==> src/rtl/autobaud_ctrl.sv <==
// autobaud_ctrl: UART auto-baud controller (ser_in/start/abort in; busy/lock/err/divisor/baud_tick/relock_evt out); optional relock via AUTOBAUD_RELOCK_EN
module autobaud_ctrl #(
  parameter int CNT_W     = 18,
  parameter int NUM_EDGES = 4,
  parameter int MIN_DIV   = 2
) (
  input  logic             clk,
  input  logic             rst,
  input  logic             ser_in,
  input  logic             start,
  input  logic             abort,
  output logic             busy,
  output logic             lock,
  output logic             err,
  output logic [CNT_W-1:0] divisor,
  output logic             baud_tick,
  output logic             relock_evt
);
  localparam int N_W = $clog2(NUM_EDGES + 1);
  typedef enum logic [2:0] {IDLE, WAIT_EDGE, MEASURE, LOCKED, ERROR} state_t;
  state_t state, state_nx;
  logic s1, s2, s3, fe, done, relock;
  logic [CNT_W-1:0] cnt, ivl, min_r, min_nx, d, tick_cnt;
  logic [N_W-1:0] n;
  assign fe = ~s2 & s3;
  assign ivl = cnt == '1 ? cnt : cnt + 1'b1;
  assign min_nx = ivl < min_r ? ivl : min_r;
  assign d = min_nx >> 4;
  assign done = state == MEASURE && fe && n == N_W'(NUM_EDGES - 1);
`ifdef AUTOBAUD_RELOCK_EN
  assign relock = state == LOCKED && fe && {3'b000, ivl} < {divisor, 3'b000};
`else
  assign relock = 1'b0;
`endif
  assign busy = state == WAIT_EDGE || state == MEASURE;
  assign lock = state == LOCKED;
  assign err = state == ERROR;
  assign baud_tick = state == LOCKED && tick_cnt == '0;
  assign relock_evt = relock;
  always_comb begin
    state_nx = state;
    case (state)
      IDLE:      state_nx = start ? WAIT_EDGE : IDLE;
      WAIT_EDGE: state_nx = fe ? MEASURE : WAIT_EDGE;
      MEASURE:   state_nx = done ? (d < CNT_W'(MIN_DIV) ? ERROR : LOCKED) : (cnt == '1 && !fe) ? ERROR : MEASURE;
      LOCKED:    state_nx = start ? WAIT_EDGE : relock ? MEASURE : LOCKED;
      ERROR:     state_nx = start ? WAIT_EDGE : ERROR;
      default:   state_nx = IDLE;
    endcase
    if (abort) state_nx = IDLE;
  end
  always_ff @(posedge clk) begin
    if (rst) begin
      state <= IDLE;
      {s1, s2, s3} <= 3'b111;
      cnt <= '0;
      min_r <= '1;
      n <= '0;
      divisor <= '0;
      tick_cnt <= '0;
    end else begin
      state <= state_nx;
      {s1, s2, s3} <= {ser_in, s1, s2};
      cnt <= fe ? '0 : ivl;
      if (state_nx == WAIT_EDGE || relock) begin
        min_r <= '1;
        n <= '0;
      end else if (state == MEASURE && fe) begin
        min_r <= min_nx;
        n <= n + 1'b1;
      end
      if (done && state_nx == LOCKED) divisor <= d;
      tick_cnt <= state != LOCKED ? d - 1'b1 : tick_cnt == '0 ? divisor - 1'b1 : tick_cnt - 1'b1;
    end
  end
endmodule

==> config.mk <==
export PLATFORM = sky130hd
export DESIGN_NAME = autobaud_ctrl
export DESIGN_NICKNAME = d
export VERILOG_FILES = /design/src/rtl/autobaud_ctrl.sv
export SDC_FILE = /design/constraint.sdc
export NUM_CORES = 1
export LEC_CHECK = 0
export BUFFER_PORTS_ARGS = -buffer_cell sky130_fd_sc_hd__buf_2
export CORE_UTILIZATION = 30
export CTS_BUF_LIST = sky130_fd_sc_hd__clkbuf_8
export CTS_CLUSTER_DIAMETER = 40
export CTS_CLUSTER_SIZE = 20
export DETAILED_ROUTE_END_ITERATION = 8
export MAX_ROUTING_LAYER = met4
export PLACE_DENSITY_LB_ADDON = 0.12
export SLEW_MARGIN = 20
export SYNTH_ARGS = -nofsm -noshare
export SYNTH_HDL_FRONTEND = slang
export SYNTH_SLANG_ARGS = --single-unit
==> constraint.sdc <==
create_clock -name clk -period 5.07 [get_ports clk]
set_clock_uncertainty 0.2 [all_clocks]
set_input_delay 0.7605 -clock clk [delete_from_list [all_inputs] [get_ports clk]]
set_output_delay 0.7605 -clock clk [all_outputs]
set_load 0.02 [all_outputs]
==> metrics.md <==
| Metric | Value |
|---|---|
| Status | `finished clean` |
| Initial Util | `0.3108` |
| P per Cell Area | `215.1 mW/mm²` |
| Commonest non-fill, non-tap cell in the layout | `dfxtp_1` |
| DRT iter0 DRCs | `309` |
| Detailed placement HPWL | `12,310 µm` |
| Most used DFF post-synth | `dfxtp_1` |
| Clk_lat worst skew | `between 0.3 and 0.4 ns` |
| GRT Overall Usage | `0.1920` |
| Largest net degree at the start of global routing | `39` |
| Max Clk Rate | `211.8 MHz` |
| Slew HR | `0.4148` |
| Final slew viol count | `0` |
| Share of layout cells above drive strength 1 | `0.1301` |
| Synth Instances | `about 680` |
| Final Hold Fails | `0` |
| Avg WL per Cell | `17.36 µm` |
| # DRC | `0` |
| Final Worst Setup Slack | `0.3479 ns` |
| Yosys Warn Count | `0` |
| Placed Area | `roughly 0.0056 mm²` |
| IO Pins | `28` |
| Total core area | `0.01682 mm²` |
| Final Instance Area | `approximately 0.0059 mm²` |
| Largest area contributor in the netlist | `dfxtp_1` |
| Total design power | `1.271 mW` |
| Ant diodes | `0` |
| CP Max Fanout | `14` |
| TritonCTS clock tree | `built` |
| CP Launch Type | `register` |
| Worst Tran Pin Value | `between 0.8 and 0.9 ns` |
| Clock Sinks | `77` |
| IO Port Bufs | `22` |
| Gr ovfl total | `0` |
| Most frequent cells in the layout | `dfxtp_1 (77), nand2_1 (67), nor2_1 (57)` |
| Flops & latches, synth | `77` |
| Pre-Repair DR Iteration Count | `5` |
| Post-synthesis sequential area ratio | `0.2949` |
| Fillers | `~1,800` |
| Syn avg cell area | `7.733 µm²` |
| Setup_tns | `0 ns` |
| Routed Antenna Nets | `0` |
| Routed WL | `16,090 µm` |
| Vias/cell | `between 5 and 6` |
| Routability Congestion | `about 0.88` |
| Synth top area cells | `dfxtp_1 (29%), ha_1 (5.5%), a21oi_1 (5.0%)` |
| Routed via count | `approximately 5,000` |
| Post-synth EDFFs | `0` |
| TritonCTS Buffers | `9` |
| Area growth syn-to-layout | `13.02%` |
| DIE AREA | `0.01796 mm²` |
| Vias in the first global route | `4,669` |
| Tcrit/Tclk final | `0.9314` |
| Final nets | `between 700 and 800` |
| Max-Cap Viols | `0` |
| Initial antenna violation count | `0` |
| Worst IR drop on VDD | `0.0001526 V` |
| Area of the multi-input gates | `0.003376 mm²` |
| Final setup viols | `0` |
| Die span in x | `roughly 130 µm` |
| Synth top area share | `0.2949` |
| Reg clk slew, reported paths | `0.09 ns` |
| Crit path arrival time | `between 4 and 5 ns` |
| Root Buffer | `clkbuf_8` |
| HP Class | `reg2reg` |
| Register area | `0.001541 mm²` |
| RSZ-0062 raised after global routing | `no` |
| Post-synth cell types | `80` |
| Longest Clk Path Bufs | `2` |
| Ys async rst share | `0` |
| Pleak | `between 2 and 3 nW` |
| Worst slack, placed | `0.2309 ns` |
| Cell Rows | `47` |
| First-pass GRT wire length | `around 26,000 µm` |
| Setup CP Type | `reg2reg` |
| Clock period minus worst slack | `4.722 ns` |
| H-tree levels | `3` |
| Mapped Area | `0.005228 mm²` |
| Critical Path End Type | `register` |
| Floorplan die height | `134.0 µm` |
| Worst EP required | `5.13 ns` |
==> stage by stage <==
stage          hold WS (ns)  cells  utilization
2_1_floorplan        0.1895    680            -
3_3_place_gp         0.1965    909       0.3351
3_5_place_dp         0.2037    909       0.3351
4_1_cts              0.2251    925       0.3494
5_1_grt              0.2544    927       0.3513
6_report             0.2192    927       0.3513
==> timing repair <==
action | in CTS | in global routing
resized for setup | 0 | 2
endpoints found under the setup margin | 0 | 14
buffers inserted | 0 | 2
hold buffers | 0 | 0
==> state kept, by name (all words and copies together), names as in the netlist <==
| signal | cells |
|---|---|
| n | 3 |
| s3 | 1 |
| cnt | 18 |
| s2 | 1 |
| state | 3 |
| divisor | 14 |
| min_r | 18 |
| tick_cnt | 18 |
| s1 | 1 |
==> cells in the mapped netlist, types with 5 or more instances <==
library cell	instances
dfxtp_1	77
nand2_1	67
nor2_1	57
a21oi_1	52
inv_1	39
o21ai_0	32
nand3_1	31
xnor2_1	24
ha_1	23
clkbuf_1	18
nor3_1	18
o211ai_1	18
xor2_1	14
nand4_1	13
or3_1	13
nor4_1	12
a211oi_1	10
buf_2	9
or4_1	9
and3_1	8
mux2i_1	8
nand2b_1	8
nor2b_1	7
o31ai_1	7
and2_1	6
buf_4	5
==> final cells by class <==
type / instances / share of cell area
clock buffers: 10 / 0.02330
clock inverters: 6 / 0.01737
inverters: 42 / 0.02668
multi-input cells: 524 / 0.5714
flip-flops and latches: 77 / 0.2609
well taps: 220 / 0.04659
repair buffers: 48 / 0.05379
==> report_power, final <==
group	total, mW	internal (mW)	leakage [nW]	switching, mW
logic	0.0653	0.0222	1.93	0.0431
clock network	0.579	0.336	0.129	0.243
registers	0.627	0.615	0.629	0.0115
total	1.27	0.974	2.69	0.297
==> final timing paths <==
path | to | slack [ns] | depth (start not counted) | startpoint
worst max-delay path | tick_cnt[12] | 0.35 | 19 | cnt[0]
worst min-delay path | s2 | 0.22 | 1 | s1
worst max register to register | tick_cnt[12] | 0.35 | 19 | cnt[0]
worst min register to register | s2 | 0.22 | 1 | s1
==> routing by layer <==
layer	up-vias	GRT usage	wire [µm]
li1	2485	-	-
met1	2326	0.2538	7968
met2	119	0.2927	7175
met3	30	0.03250	605
met4	0	0.06944	344
met5	-	-	0
==> cells by family (layout without fill, tap and decap cells) <==
family	count (synthesis)	after routing	share of synthesized area
compound gates	164	164	0.2068
xor+xnor	38	38	0.06367
fa+ha+maj	23	23	0.05505
buf+inv	79	106	0.06678
flops	77	77	0.2949
mux	10	10	0.01963
other cells	1	5	0.0007174
simple gates	284	284	0.2925
==> critical path, cell delays in order, from the launching register on <==
cell	delay (ns)
dfxtp_1	0.46
ha_1	0.28
nand4_1	0.28
nor3_4	0.34
nand2_1	0.24
mux2i_1	0.33
inv_1	0.08
ha_1	0.22
nand3b_1	0.25
a21oi_1	0.16
a31oi_1	0.08
o2111ai_1	0.17
buf_4	0.26
nand3_1	0.10
o21ai_0	0.15
ha_2	0.33
nand2_1	0.07
o32ai_1	0.30
mux2i_1	0.23
nand2_1	0.06
Note: power is estimated with default switching activity, not from simulation.
